$ cat config.mk
export PLATFORM = sky130hd
export DESIGN_NAME = seq_divider
export DESIGN_NICKNAME = d
export VERILOG_FILES = /design/src/rtl/seq_divider.sv
export SDC_FILE = /design/constraint.sdc
export NUM_CORES = 1
export LEC_CHECK = 0
export ABC_AREA = 1
export CORE_MARGIN = 2
export CORE_UTILIZATION = 34
export DETAILED_ROUTE_END_ITERATION = 8
export PLACE_DENSITY = 0.55
export SYNTH_ARGS = -nofsm -noshare
export SYNTH_HDL_FRONTEND = slang
export SYNTH_SLANG_ARGS = --single-unit
$ cat constraint.sdc
create_clock -name clk -period 11.7 [get_ports clk]
set_input_delay 2.925 -clock clk [delete_from_list [all_inputs] [get_ports clk]]
set_output_delay 2.925 -clock clk [all_outputs]
set_load 0.02 [all_outputs]
$ cat src/rtl/seq_divider.sv
// Multi-cycle unsigned restoring divider: one quotient bit per clock, with a
// start/busy/done handshake. Results are held until the next division completes.
module seq_divider #(
  parameter int WIDTH = 32
) (
  input  logic             clk,
  input  logic             reset,
  input  logic             start,
  input  logic [WIDTH-1:0] dividend,
  input  logic [WIDTH-1:0] divisor,
  output logic             busy,
  output logic             done,
  output logic [WIDTH-1:0] quotient,
  output logic [WIDTH-1:0] remainder,
  output logic             div_by_zero
);

  localparam int CW = $clog2(WIDTH + 1);

  localparam logic [1:0] IDLE   = 2'd0;
  localparam logic [1:0] RUN    = 2'd1;
  localparam logic [1:0] FINISH = 2'd2;

  logic [1:0]       state;
  logic [CW-1:0]    count;
  logic [WIDTH-1:0] work;
  logic [WIDTH-1:0] dvs;
  logic [WIDTH-1:0] prem;
  logic [WIDTH:0]   shifted;
  logic [WIDTH:0]   trial;

  // Extra top bit of the trial subtraction is the borrow.
  always_comb begin
    shifted = {prem, work[WIDTH-1]};
    trial   = shifted - {1'b0, dvs};
  end

  assign busy = (state == RUN);

  always_ff @(posedge clk or posedge reset) begin
    if (reset) begin
      state       <= IDLE;
      count       <= '0;
      work        <= '0;
      dvs         <= '0;
      prem        <= '0;
      done        <= 1'b0;
      quotient    <= '0;
      remainder   <= '0;
      div_by_zero <= 1'b0;
    end else begin
      done <= 1'b0;
      case (state)
        IDLE: begin
          if (start) begin
            work  <= dividend;
            dvs   <= divisor;
            prem  <= '0;
            count <= CW'(WIDTH);
            state <= (divisor == '0) ? FINISH : RUN;
          end
        end
        RUN: begin
          // Quotient bits shift into the low end of work as dividend bits leave the top.
          if (trial[WIDTH]) begin
            prem <= shifted[WIDTH-1:0];
            work <= {work[WIDTH-2:0], 1'b0};
          end else begin
            prem <= trial[WIDTH-1:0];
            work <= {work[WIDTH-2:0], 1'b1};
          end
          count <= count - CW'(1);
          if (count == CW'(1)) state <= FINISH;
        end
        FINISH: begin
          done  <= 1'b1;
          state <= IDLE;
          // A zero divisor skips RUN, so work still holds the captured dividend.
          if (dvs == '0) begin
            quotient    <= '1;
            remainder   <= work;
            div_by_zero <= 1'b1;
          end else begin
            quotient    <= work;
            remainder   <= prem;
            div_by_zero <= 1'b0;
          end
        end
        default: state <= IDLE;
      endcase
    end
  end

endmodule
# --- Word level (Yosys, flattened, before mapping) ---
# Cells that the tools add are included.
totals:
  out_inout_bits: 67
  in_bits: 67
  register_bits: 170
  elab_cells: 39
classes:
  addsub: 2
  mux: 16
  n_reduce_logical: 7
  eq_ne: 5
op_table:
  columns: ["op", "count"]
  rows:
  - ["32-bit 2-to-1 mux", 5]
  - ["32-bit case mux with 2 select lines", 2]
  - ["32-bit zero test", 2]
  - ["33-bit by 32-bit subtractor with 33-bit output", 1]
  - ["6-bit case mux with 2 select lines", 1]
  - ["6-bit by 1-bit equality test with 1-bit output, second input constant", 1]
  - ["2-bit 2-to-1 mux", 3]
  - ["6-bit 2-to-1 mux", 1]
  - ["2-bit AND reduction", 3]
  - ["6-bit by 1-bit subtractor with 6-bit output, second input constant", 1]
  - ["2-bit case mux with 2 select lines", 1]
  - ["1-bit 2-to-1 mux", 3]
  - ["2-bit by 1-bit equality test with 1-bit output, second input constant", 1]
  - ["2-bit equality test, second input constant", 1]
  - ["2-bit zero test", 1]
  - ["2-bit by 1-bit != test with 1-bit output, second input constant", 1]
  - ["2-bit != test, second input constant", 1]
  - ["2-bit nonzero test", 1]

# --- Longest topological paths before layout ---
depth:
  word_depth: 4
  mapped_depth: 19
  mapped_depth_nobuf: 18

# --- Worst setup path after synthesis ---
# OpenSTA, ideal clock, no wires.
synth_timing:
  path_kind: "input port to flip-flop"
  start: "input start"
  end: "register work[10]"
  required_ps: 11610
  path_stages: 6
  path_slack_ps: 7690
  arrival_time_ps: 3919
  setup_ps: 90
  n_path_buf: 1
  path_cell_list: "nand2_1 > inv_2 > nor2_1 > inv_1 > clkbuf_1 > o221ai_1"
synth_via:
  elab_chain_len: 2
synth_lines:
  columns: ["element", "line_no", "source"]
  rows:
  - ["start, declared", "8", "input logic start,"]
  - ["2-bit != test (no source line)", null, null]
  - ["2-bit AND reduction (no source line)", null, null]
  - ["end signal, assigned", "56", "work <= dividend;"]
  - ["end signal, assigned", "67", "work <= {work[WIDTH-2:0], 1'b0};"]
  - ["end signal, assigned", "70", "work <= {work[WIDTH-2:0], 1'b1};"]
  - ["end, declared", "26", "logic [WIDTH-1:0] work;"]
# Every way passes these cells.
# A chain may end at the register's enable or synchronous reset.

# --- Final worst setup path ---
layout_timing:
  start: "input start"
  end: "register state[1]"
layout_via:
  elab_chain_len: 2
layout_lines:
  columns: ["element", "line_no", "source"]
  rows:
  - ["2-bit != test (no source line)", null, null]
  - ["2-bit AND reduction (no source line)", null, null]
  - ["end signal, assigned", "60", "state <= (divisor == '0) ? FINISH : RUN;"]
  - ["end, declared", "24", "logic [1:0] state;"]
# Every way passes these cells.

==> summary.txt <==
Cells and area
  • Final Non-Filler Cells: roughly 1,900
  • N_diodes: 0
  • Area Overhead vs Synth: 22.2%
  • Layout cells sized above 1: 0.0378
  • Finished Cell Area: roughly 12,000 sq um
  • Fill count: 3,030
  • Final core occ: 0.419
  • Final layout net count: 1,624

Detailed routing
  • WL/cell: approximately 16 um
  • Met2 routed WL: 12,600 um
  • Met1 WL: around 15,000 um
  • DR vias/cell: 4.75
  • Vias post-DR: roughly 9,200
  • DRC Markers: 0
  • Wire length on met3: about 1600 um
  • First DRT Iteration DRCs: 700
  • Top routing layer used: met4
  • Drt first pass iters: 5
  • Final wirelength: ~30,000 um
  • Post-route ant nets: 0

CTS
  • Resized cells post-CTS: 0
  • Bufs on Longest Clock Path: 2
  • Clock root buffer master: clkbuf_16
  • Cts hold-fix bufs: 0
  • Clock-pin transition on the worst setup and hold timing paths: around 0.080 ns
  • Clock Sink Count: 170
  • H-tree levels: 4
  • # Post-CTS Setup Buffers: 0
  • CTS tree: built
  • TritonCTS Buffers: 17
  • Clk_lat worst skew: around 0.44 ns

Worst setup path
  • Crit Path Class: in -> reg
  • Worst setup EP type: flip-flop
  • Worst r2r src: work[31]$_DFFE_PP0P_
  • Worst R2R Path Depth: 18
  • Crit path required time: 12.06 ns
  • Crit-path max FO: between 50 and 60
  • Startpoint types: primary input
  • Worst reg-to-reg setup slack: 8.74 ns
  • Arrival @ worst endpoint: approximately 5.5 ns
  • R2r endpoint: prem[27]$_DFFE_PP0P_

Floorplan
  • Chip Height: between 150 and 200 um
  • Die area: 31,000 sq um
  • Num rows: 63
  • Ports: approximately 130
  • Width of the die: ~180 um
  • Core area: approximately 29,000 sq um
  • Starting density of the core: 0.343

STA
  • Setup TNS: 0 ns
  • Rel. slew slack: 0.215
  • Final worst slack: about 6.5 ns
  • Worst-margin pin slew: between 1 and 1.5 ns
  • Fin crit share: 0.442
  • Setup Viol. Count Final: 0
  • Fin. max-slew vios: 0
  • Setup Skew: 0.0179 ns
  • Crit path time final: between 5 and 6 ns
  • Number of failing hold endpoints at the final stage: 0
  • Fmax: approximately 0.19 GHz
  • Unrepaired setup endpoints after global routing: no

Place
  • I/O Buffers: around 130
  • DP HPWL: about 23,000 um
  • Dpl cell area: approximately 12,000 sq um
  • DP Worst Slack: 6.10 ns
  • Placed Cells: ~1,900
  • Gpl congestion: roughly 0.95

Hold path
  • Min-Delay Endpoint: div_by_zero$_DFFE_PP0P_
  • Hold wc startpoint: div_by_zero$_DFFE_PP0P_
  • Hold crit path type: reg -> reg
  • Hold Path Depth: 2

Power
  • P_leak: 6.21 nW
  • Switching power: between 2 and 2.5 mW
  • Logic pwr share: 0.604
  • IR drop worst, VDD: 0.000119 V
  • Int Pwr: between 2 and 2.5 mW
  • Clock power frac: 0.133
  • Switching Fraction: 0.509
  • Pwr dens: about 350 nW/um^2
  • Register share of total power: 0.263

Global route
  • Initial antenna violation count: 0
  • Total grt overflow: 0
  • First-pass GRT wire length: 49,100 um
  • Largest net degree at the start of global routing: 107
  • GRT Total Usage: 0.202
  • Vias in the first global route: 8,836

Logic synthesis
  • Register area share after synthesis: 0.422
  • Syn nets: 1,515
  • Syn Area/Cell: approximately 7.1 sq um
  • Netlist cell types: 37
  • Yosys Warn Count: 0
  • Post-Synthesis Cell Area: 10,100 sq um
  • Yosys reg bits: 170
  • Synthesized instance count: 1,413

Status
  • Status: completed

Run
  • Max-cap viol count: 0
-- layout by cell type (no fill, tap or decap), types with 30 or more instances in the layout --
cell	n
nand2_1	495
inv_1	241
dfrtp_1	170
clkdlybuf4s50_1	133
o21ai_0	86
nand3_1	58
nor2_1	48
nor3_1	38
ha_1	34
o211ai_1	33
o21ai_1	30
-- worst max path at each step --
stage                          from              endpoint  slack (ns)  cells past startpoint
2_1_floorplan                 reset  count[0]$_DFFE_PP0P_        4.17                      1
3_3_place_gp                  start  state[1]$_DFFE_PP0P_        6.09                      9
3_5_place_dp                  start  state[1]$_DFFE_PP0P_        6.10                      9
5_1_grt                       start  state[1]$_DFFE_PP0P_        6.27                      9
4_1_cts        state[0]$_DFFE_PP0P_                  busy        6.52                      4
6_report                      start  state[1]$_DFFE_PP0P_        6.53                      9
-- critical path: stages --
cell and delay [ns]:
clkdlybuf4s50_1 0.45, nand2_1 0.05, buf_4 0.26, inv_2 0.08
buf_4 0.45, nor2_2 0.07, inv_1 0.79, o21ai_0 0.20
a21oi_1 0.16
-- through the flow --
| stage | hold slack, ns | power (mW) |
|---|---|---|
| 2_1_floorplan | 0.464 | 2.94 |
| 3_3_place_gp | 0.459 | 3.68 |
| 3_5_place_dp | 0.472 | 3.70 |
| 4_1_cts | 0.493 | 4.29 |
| 5_1_grt | 0.527 | 4.72 |
| 6_report | 0.485 | 4.27 |
-- metal layers --
layer / global-route usage / up-vias
met2: 0.296 / 242
met3: 0.0267 / 35
met5: 0 / -
met1: 0.303 / 4170
met4: 0.0716 / 0
li1: - / 4706
-- layout make-up --
| type | count | area, sq um | area share |
|---|---|---|---|
| inverter | 245 | 925 | 0.0750 |
| clock inverter | 15 | 159 | 0.0129 |
| multi-input combinational | 945 | 4670 | 0.379 |
| clock buffer | 17 | 425 | 0.0345 |
| timing repair buffer | 143 | 1410 | 0.114 |
| sequential | 170 | 4250 | 0.345 |
| tap | 390 | 488 | 0.0396 |
-- state kept, by name, indices dropped and copies added (netlist names) --
| name | count |
|---|---|
| dvs | 32 |
| prem | 32 |
| quotient | 32 |
| remainder | 32 |
| work | 32 |
| count | 6 |
| state | 2 |
| div_by_zero | 1 |
| done | 1 |
-- power groups by stage --
stage	Sequential (mW)	Clock [mW]	Combinational, mW
2_1_floorplan	1.14	0	1.80
3_3_place_gp	1.13	0	2.55
3_5_place_dp	1.13	0	2.57
4_1_cts	1.12	0.576	2.59
5_1_grt	1.16	0.602	2.96
6_report	1.12	0.567	2.58
-- synthesized netlist by cell type --
master / n / share of area
and2_1: 1 / 0.00062
buf_6: 4 / 0.0045
nor2_4: 2 / 0.0022
nand2_1: 495 / 0.18
nand3_1: 58 / 0.029
nor4_1: 12 / 0.0074
nand2_4: 2 / 0.0022
o21bai_1: 4 / 0.0030
or2_1: 1 / 0.00062
buf_2: 6 / 0.0030
nand3b_1: 5 / 0.0037
o22ai_1: 1 / 0.00062
xnor2_1: 13 / 0.011
dfrtp_1: 170 / 0.42
o21ai_1: 30 / 0.015
a22oi_1: 14 / 0.010
buf_4: 1 / 0.00074
nor2_2: 1 / 0.00062
o211ai_1: 33 / 0.025
nor3_1: 38 / 0.019
o31ai_1: 1 / 0.00074
buf_1: 1 / 0.00037
nand4_1: 14 / 0.0087
clkbuf_1: 40 / 0.015
a21oi_1: 23 / 0.011
a21o_1: 1 / 0.00074
fa_1: 1 / 0.0020
xor2_1: 2 / 0.0017
buf_8: 1 / 0.0015
o21ai_0: 86 / 0.043
mux2i_1: 1 / 0.00099
o221ai_1: 17 / 0.015
ha_1: 34 / 0.042
inv_1: 242 / 0.090
nor2_1: 50 / 0.019
nand2_2: 5 / 0.0031
inv_2: 3 / 0.0011
-- logic make-up after synthesis --
kind of cell	share of synthesized area
AND/OR/NAND/NOR	0.280
buffers and inverters	0.116
AO/OA/AOI/OAI	0.124
flip-flops	0.422
adder cells (fa/ha/maj)	0.0442
XOR/XNOR	0.0130
multiplexers	0.000993
No activity file was read; power rests on OpenSTA's default activity.
